[config.mk]
export PLATFORM = sky130hd
export DESIGN_NAME = div_repeated_sub
export DESIGN_NICKNAME = d
export VERILOG_FILES = /design/src/rtl/div_repeated_sub_pkg.sv /design/src/rtl/div_datapath.sv /design/src/rtl/div_repeated_sub.sv
export SDC_FILE = /design/constraint.sdc
export NUM_CORES = 1
export LEC_CHECK = 0
export BUFFER_PORTS_ARGS = -buffer_cell sky130_fd_sc_hd__buf_2
export CAP_MARGIN = 20
export CORE_ASPECT_RATIO = 0.5
export CORE_UTILIZATION = 50
export CTS_BUF_LIST = sky130_fd_sc_hd__clkbuf_8 sky130_fd_sc_hd__clkbuf_16
export CTS_CLUSTER_DIAMETER = 30
export DETAILED_ROUTE_END_ITERATION = 12
export PLACE_DENSITY = 0.75
export SYNTH_ARGS = -nofsm -noshare
export SYNTH_HDL_FRONTEND = slang
export SYNTH_HIERARCHICAL = 1
export SYNTH_SLANG_ARGS = --single-unit
[constraint.sdc]
create_clock -name clk -period 3.4 [get_ports clk]
set_input_delay 0.68 -clock clk [delete_from_list [all_inputs] [get_ports clk]]
set_output_delay 0.68 -clock clk [all_outputs]
set_load 0.02 [all_outputs]
[src/rtl/div_repeated_sub_pkg.sv]
`default_nettype none
// ============================================================================
// div_repeated_sub_pkg : shared state encoding and default width for the
//                        repeated-subtraction divider.
// Revision : 1.0
// ============================================================================
package div_repeated_sub_pkg;

  localparam int unsigned DEF_WIDTH = 16;

  localparam logic [2:0] S_IDLE = 3'd0;
  localparam logic [2:0] S_LDA  = 3'd1;
  localparam logic [2:0] S_LDB  = 3'd2;
  localparam logic [2:0] S_CHK  = 3'd3;
  localparam logic [2:0] S_SUB  = 3'd4;
  localparam logic [2:0] S_DONE = 3'd5;

  typedef enum logic [2:0] {
    ST_IDLE = S_IDLE,
    ST_LDA  = S_LDA,
    ST_LDB  = S_LDB,
    ST_CHK  = S_CHK,
    ST_SUB  = S_SUB,
    ST_DONE = S_DONE
  } state_t;

endpackage : div_repeated_sub_pkg
`default_nettype wire

[src/rtl/div_datapath.sv]
`default_nettype none
// ============================================================================
// div_datapath : remainder/divisor/quotient registers with guarded subtract,
//                quotient increment, >= compare and divisor zero detect.
// Revision : 1.0
// ============================================================================
module div_datapath
  import div_repeated_sub_pkg::*;
#(
  parameter int unsigned WIDTH = DEF_WIDTH
) (
  input  logic             clk,
  input  logic             rst_n,
  input  logic             ldR,
  input  logic             ldD,
  input  logic             clrQ,
  input  logic             sub_en,
  input  logic             set_dbz,
  input  logic [WIDTH-1:0] data_in,
  output logic             ge,
  output logic             dz,
  output logic [WIDTH-1:0] quotient,
  output logic [WIDTH-1:0] remainder
);

  logic [WIDTH-1:0] r_rem;
  logic [WIDTH-1:0] r_div;
  logic [WIDTH-1:0] r_quo;
  logic [WIDTH-1:0] w_diff;
  logic [WIDTH-1:0] w_inc;
  logic             w_ge;
  logic             w_step;

  assign w_ge   = (r_rem >= r_div);
  assign w_diff = r_rem - r_div;
  assign w_inc  = r_quo + {{(WIDTH-1){1'b0}}, 1'b1};
  // The compare guards the subtract, so the remainder can never wrap.
  assign w_step = sub_en & w_ge;

  always_ff @(posedge clk or negedge rst_n) begin
    if (!rst_n) begin
      r_rem <= '0;
      r_div <= '0;
      r_quo <= '0;
    end else begin
      if (ldR)
        r_rem <= data_in;
      else if (w_step)
        r_rem <= w_diff;

      if (ldD)
        r_div <= data_in;

      if (clrQ)
        r_quo <= '0;
      else if (set_dbz)
        r_quo <= '1;
      else if (w_step)
        r_quo <= w_inc;
    end
  end

  assign ge        = w_ge;
  assign dz        = (r_div == '0);
  assign quotient  = r_quo;
  assign remainder = r_rem;

endmodule : div_datapath
`default_nettype wire

[src/rtl/div_repeated_sub.sv]
`default_nettype none
// ============================================================================
// div_repeated_sub : sequential unsigned divider by repeated subtraction;
//                    controller FSM driving div_datapath.
// Revision : 1.0
// ============================================================================
module div_repeated_sub
  import div_repeated_sub_pkg::*;
#(
  parameter int unsigned WIDTH = DEF_WIDTH
) (
  input  logic             clk,
  input  logic             rst_n,
  input  logic             start,
  input  logic [WIDTH-1:0] data_in,
  output logic [WIDTH-1:0] quotient,
  output logic [WIDTH-1:0] remainder,
  output logic             done,
  output logic             busy,
  output logic             div_by_zero
);

  state_t r_state;
  state_t w_next;
  logic   r_dbz;

  logic w_ldR;
  logic w_ldD;
  logic w_clrQ;
  logic w_sub_en;
  logic w_set_dbz;
  logic w_ge;
  logic w_dz;

  div_datapath #(
    .WIDTH (WIDTH)
  ) u_datapath (
    .clk       (clk),
    .rst_n     (rst_n),
    .ldR       (w_ldR),
    .ldD       (w_ldD),
    .clrQ      (w_clrQ),
    .sub_en    (w_sub_en),
    .set_dbz   (w_set_dbz),
    .data_in   (data_in),
    .ge        (w_ge),
    .dz        (w_dz),
    .quotient  (quotient),
    .remainder (remainder)
  );

  always_ff @(posedge clk or negedge rst_n) begin
    if (!rst_n)
      r_state <= ST_IDLE;
    else
      r_state <= w_next;
  end

  always_comb begin
    w_next    = r_state;
    w_ldR     = 1'b0;
    w_ldD     = 1'b0;
    w_clrQ    = 1'b0;
    w_sub_en  = 1'b0;
    w_set_dbz = 1'b0;
    case (r_state)
      ST_IDLE: begin
        if (start)
          w_next = ST_LDA;
      end
      ST_LDA: begin
        w_ldR  = 1'b1;
        w_next = ST_LDB;
      end
      ST_LDB: begin
        w_ldD  = 1'b1;
        w_clrQ = 1'b1;
        w_next = ST_CHK;
      end
      ST_CHK: begin
        if (w_dz) begin
          w_set_dbz = 1'b1;
          w_next    = ST_DONE;
        end else begin
          w_next = ST_SUB;
        end
      end
      ST_SUB: begin
        if (w_ge)
          w_sub_en = 1'b1;
        else
          w_next = ST_DONE;
      end
      ST_DONE: begin
        if (start)
          w_next = ST_LDA;
      end
      default: w_next = ST_IDLE;
    endcase
  end

  // Flag lives beside the FSM so that a restart from S_DONE drops it on E0.
  always_ff @(posedge clk or negedge rst_n) begin
    if (!rst_n)
      r_dbz <= 1'b0;
    else if ((r_state == ST_CHK) && w_dz)
      r_dbz <= 1'b1;
    else if ((r_state == ST_DONE) && start)
      r_dbz <= 1'b0;
  end

  assign done        = (r_state == ST_DONE);
  assign busy        = (r_state == ST_LDA) || (r_state == ST_LDB) ||
                       (r_state == ST_CHK) || (r_state == ST_SUB);
  assign div_by_zero = r_dbz;

endmodule : div_repeated_sub
`default_nettype wire
# After elaboration in Yosys (flattened, before gate mapping)
# Cells that the tools add are included.
# word_totals
input_bits	19
word_cells	45
register_bits	52
output_inout_bits	35
# op_classes
magnitude_cmp	1
mux	17
reduce_logical	12
add_sub_neg	2
eq_ne	7
bitwise_logic	1
# op_table
op	n
$mux W16	5
$add A16 B1 Y16 const B	1
$ge A16 B16 Y1	1
$logic_not A16 Y1	1
$sub A16 B16 Y16	1
$pmux W3 S5	1
$mux W1	9
$eq A3 B2 Y1 const B	2
$eq A3 B3 Y1 const B	2
$mux W3	2
$reduce_bool A2 Y1	2
$eq A3 B1 Y1 const B	1
$logic_not A3 Y1	1
$logic_or A1 B1 Y1	3
$reduce_bool A3 Y1	1
$logic_and A1 B1 Y1	2
$ne A2 B1 Y1 const B	1
$ne A2 B2 Y1 const B	1
$reduce_and A2 Y1	1
$reduce_or A2 Y1	1
$and A1 B1 Y1	1

# Depth between registers and ports, before layout
# logic_depth
ltp_word	7
ltp_mapped	18
mapped_depth_nobuf	16

# Cells and area by module
# Netlist, hierarchy kept.
# modules_own_cells
mod	cells_each	area_each_um2	n_inst
div_datapath	343	2967.8	1
div_repeated_sub	29	271.5	1

# Worst setup path before layout
# No wires, ideal clock.
# synth_path
path_kind	flip-flop to flip-flop
from	reg u_datapath.r_rem[0] (netlist: u_datapath/remainder[0])
to	reg u_datapath.r_rem[3] (netlist: u_datapath/remainder[3])
required_time_ps	3263
path_buffers	1
arrival_time_ps	3153
stages_incl_launch_ff	18
setup_slack_ps	110
setup_ps	137
path_cell_list	dfrtp_1 -> inv_1 -> ha_1 -> inv_1 -> fa_1 -> a21o_1 -> a21oi_1 -> a2111o_1 -> a21o_1 -> nand2_1 -> and3_1 -> inv_1 -> nor2_1 -> nor2_2 -> clkbuf_1 -> nor2_1 -> a211oi_1 -> a21oi_1
# synth_via
elab_chain_len	5
elab_cells_between_ends	8
# synth_rtl
element	line	rtl
from (decl)	div_datapath.sv:26	logic [WIDTH-1:0] r_rem;
from (signal assigned)	div_datapath.sv:47	r_rem <= data_in;
from (signal assigned)	div_datapath.sv:49	r_rem <= w_diff;
$ge A16 B16 Y1	div_datapath.sv:34	assign w_ge = (r_rem >= r_div);
via w_ge	div_repeated_sub.sv:32	logic w_ge;
$mux W1	div_repeated_sub.sv:89	if (w_ge)
$mux W1	div_repeated_sub.sv:66	case (r_state)
via w_sub_en	div_repeated_sub.sv:30	logic w_sub_en;
$and A1 B1 Y1	div_datapath.sv:38	assign w_step = sub_en & w_ge;
$reduce_bool A2 Y1 (no source line)	-	
# The timed path passes the listed nets, and every way through them passes these cells. The select of a mux whose other input is x is not followed.
# A chain may end at the register's enable or synchronous reset.

# Worst setup path after layout
# layout_path
from	reg u_datapath.r_div[5]
to	reg u_datapath.r_quo[14] (netlist: u_datapath/quotient[14])
# layout_via
elab_chain_len	5
elab_cells_between_ends	10
# layout_rtl
element	line	rtl
from (decl)	div_datapath.sv:27	logic [WIDTH-1:0] r_div;
from (signal assigned)	div_datapath.sv:52	r_div <= data_in;
$ge A16 B16 Y1	div_datapath.sv:34	
via w_ge	div_repeated_sub.sv:32	
$mux W1	div_repeated_sub.sv:89	
$mux W1	div_repeated_sub.sv:66	
via w_sub_en	div_repeated_sub.sv:30	
$and A1 B1 Y1	div_datapath.sv:38	
$reduce_bool A3 Y1 (no source line)	-	
to (signal assigned)	div_datapath.sv:59	r_quo <= w_inc;
to (decl)	div_datapath.sv:28	logic [WIDTH-1:0] r_quo;
# The timed path passes the listed nets, and every way through them passes these cells.

==> results.cfg <==
[setup_path]
crit_type = register to register
cp_top_family = simple AND/OR/NAND/NOR gates
cp_num_buf_inv = 3
arrival_ps = 3470
cp_common_cell = nand2_1
crit_chain = inv_1 > ha_2 > and3_1 > nand2_1 > a2111o_1 > a21o_1 > nand2_1 > and3_4 > inv_2 > a211oi_4 > nor2_4 > buf_12 > nor4_2 > xnor2_1 > a21oi_1
critPathMaxStageDelay_ps = 450
critPathCaptureType = register
cp_slowest_cell = a2111o_1
start_kind = register
cp.required_ps = 3550
cp_max_fo = 21

[routing]
drt_first_pass_iters = 4
drtAntennaViolNets = 0
wire_per_inst_um = 14.9
drt_wl_total_um = 7650
dr.first_iter.drc_count = 209
via_count = 2892
route.detailed.drc = 0
vias_per_cell = 5.63

[floorplan]
die_w_um = 116
dieArea_sq_um = 6820
row_count = 20
initial_core_util_pct = 52.6
die-height_um = 58.9
io_pins = 54
coreArea_sq_um = 6160

[cts]
h-tree-depth = 2
hold_buffers = 0
clkSlewWorstSetupHoldPaths_ps = 70
worstSkewPairLatency_ps = 290
cts_root_buf = clkbuf_16
cts_buffer_depth = 2
cts_tree = built
numCtsBuffers = 5
cts_sinks = 52

[logic_synthesis]
synth_top_area_share_pct = 40.2
yosysUniqueCellTypes = 53
async_flop_share_pct = 100
yosys-mux-area-fraction_pct = 2.63
yosys-top-cells-count = 52 x dfrtp_1, 45 x nand2_1, 39 x o21ai_0
synth_ff_type = dfrtp_1
synth_xor_area_share_pct = 7.03
ys_seq_elements = 52
synth_top_family_by_area = compound AO/OA/AOI/OAI gates
synth_edf_count = 0
yosys.area_share.simple_pct = 18.0
synth_adder_area_share_pct = 7.18
synthesis.area_sq_um = 3240
synth_most_common_cell = dfrtp_1
ys_seq_area_share_pct = 40.2
synthCells = 372
yosys_warnings = 6
yosysTopAreaCell = dfrtp_1
avgSynthCellArea_sq_um = 8.71
synth.area.top_cells = dfrtp_1 40%, ha_1 6.6%, o21ai_0 6.0%
syn_nets = 409
synth_compound_area_share_pct = 19.2

[global_routing]
gr-usage-met1_pct = 30.6
grt_usage_pct = 23.2
use_met2_pct = 40.4
grt_busiest_layer = met2
use_met3_pct = 4.02
grt_pass1_vias = 2732
grt_overflow = 0
grt_max_degree = 53
grt_pass1_wl_um = 12500
antenna_found_initial = 0

[sta]
rsz0062_at_grt = yes
post-route-min-period_ps = 3310
hold_viol = 0
finClkSkew_ps = 5.70
finalSetupViolCount = 0
slew_violations = 0
tightest_slew_ps = 739
max_slew_margin_pct = 50.8
clock.fmax_mhz = 302
fin_ws_ps = 85.1
fin_crit_sh_pct = 97.5

[final_layout]
synthToLayoutAreaGrowth_pct = 20.5
drive_above_1_share_pct = 22.5
design_area_sq_um = 3910
diodes = 0
instances_no_fill = 514
fillers = 519
fin_util_pct = 63.4
final_nets = 462

[placement]
dp_slack_ps = 55.3
post-place-cells = 504
port_buffers = 53
dp_hpwl_um = 5390
placed_cell_area_sq_um = 3600
globalplace.congestion = 0.926

[power]
peakVddDrop_v = 0.000424
power_density_nw_per_um2 = 1030
p_leak_nw = 1.83

[run_status]
status = finished, final reports clean

[worst_hold_path]
worst_hold_path_type = input pin to async pin

[run]
maxCapViolCount = 0
state kept, by name, summed over array words and instances (netlist names):
register	flops
div_by_zero	1
u_datapath/remainder	16
u_datapath/quotient	16
u_datapath/r_div	16
r_state	3
layer usage:
metal,up-vias,share of wire [%]
met5,-,0
met1,1382,46
met4,0,1.5
met3,17,4.1
li1,1413,-
met2,80,49
report_power, final:
part           total (W)  switching, W  internal, W  leakage [nW]
clock network   0.000561      0.000217     0.000343        0.0850
registers        0.00102      0.000187     0.000836         0.666
logic            0.00244       0.00145     0.000991          1.08
total            0.00402       0.00185      0.00217          1.83
cell families (layout without fill, tap and decap cells):
group	after synthesis	in the layout
multiplexers	8	8
flip-flops	52	52
buffers and inverters	43	97
XOR/XNOR	26	26
adder cells (fa/ha/maj)	18	18
AND/OR/NAND/NOR	119	119
AO/OA/AOI/OAI	106	106
per-stage QoR:
| step | setup TNS, ps | hold WS, ps | power [W] |
|---|---|---|---|
| floorplan | 0 | 384 | 0.00278 |
| global placement | 0 | 548 | 0.00325 |
| detailed placement | 0 | 535 | 0.00334 |
| CTS | 0 | 560 | 0.00393 |
| global route | -103 | 500 | 0.00434 |
| finish | 0 | 450 | 0.00402 |
final cells by class:
cell class | instances | area, sq um | share of cell area, %
Clock buffer | 5 | 125 | 3.20
Tap cell | 88 | 110 | 2.82
Sequential cell | 52 | 1300 | 33.3
Multi-Input combinational cell | 277 | 1860 | 47.5
Clock inverter | 3 | 38.8 | 0.993
Inverter | 27 | 101 | 2.60
Timing Repair Buffer | 62 | 373 | 9.55
layout by cell type (no fill, tap or decap), types with 5 or more instances in the layout:
| master | synthesis | final |
|---|---|---|
| nand2_1 | 45 | 45 |
| dfrtp_1 | 52 | 52 |
| buf_2 | 1 | 53 |
| nor4_1 | 10 | 5 |
| clkbuf_16 | 0 | 5 |
| a21o_1 | 5 | 5 |
| xor2_1 | 6 | 6 |
| ha_1 | 17 | 15 |
| xnor2_1 | 20 | 20 |
| o21ai_0 | 39 | 38 |
| nand3_1 | 11 | 11 |
| a21oi_1 | 38 | 37 |
| nor2_1 | 23 | 20 |
| buf_4 | 1 | 6 |
| inv_1 | 26 | 26 |
| o21bai_1 | 5 | 5 |
final timing paths:
kind,slack (ps),startpoint,end,cells past startpoint
max,90,u_datapath/r_div[5],u_datapath/quotient[14],15
min,450,rst_n,u_datapath/quotient[15],1
max reg2reg,90,u_datapath/r_div[5],u_datapath/quotient[14],15
min reg2reg,560,u_datapath/r_div[0],u_datapath/r_div[0],1
max in group asynchronous,2390,rst_n,u_datapath/remainder[13],2
min in group clk,560,u_datapath/r_div[0],u_datapath/r_div[0],1
what timing repair did:
action	in CTS	in global routing
gates resized for setup	0	22
setup buffers	0	1
endpoints found under the setup margin	0	20
Power figures use the tool's default switching activity.
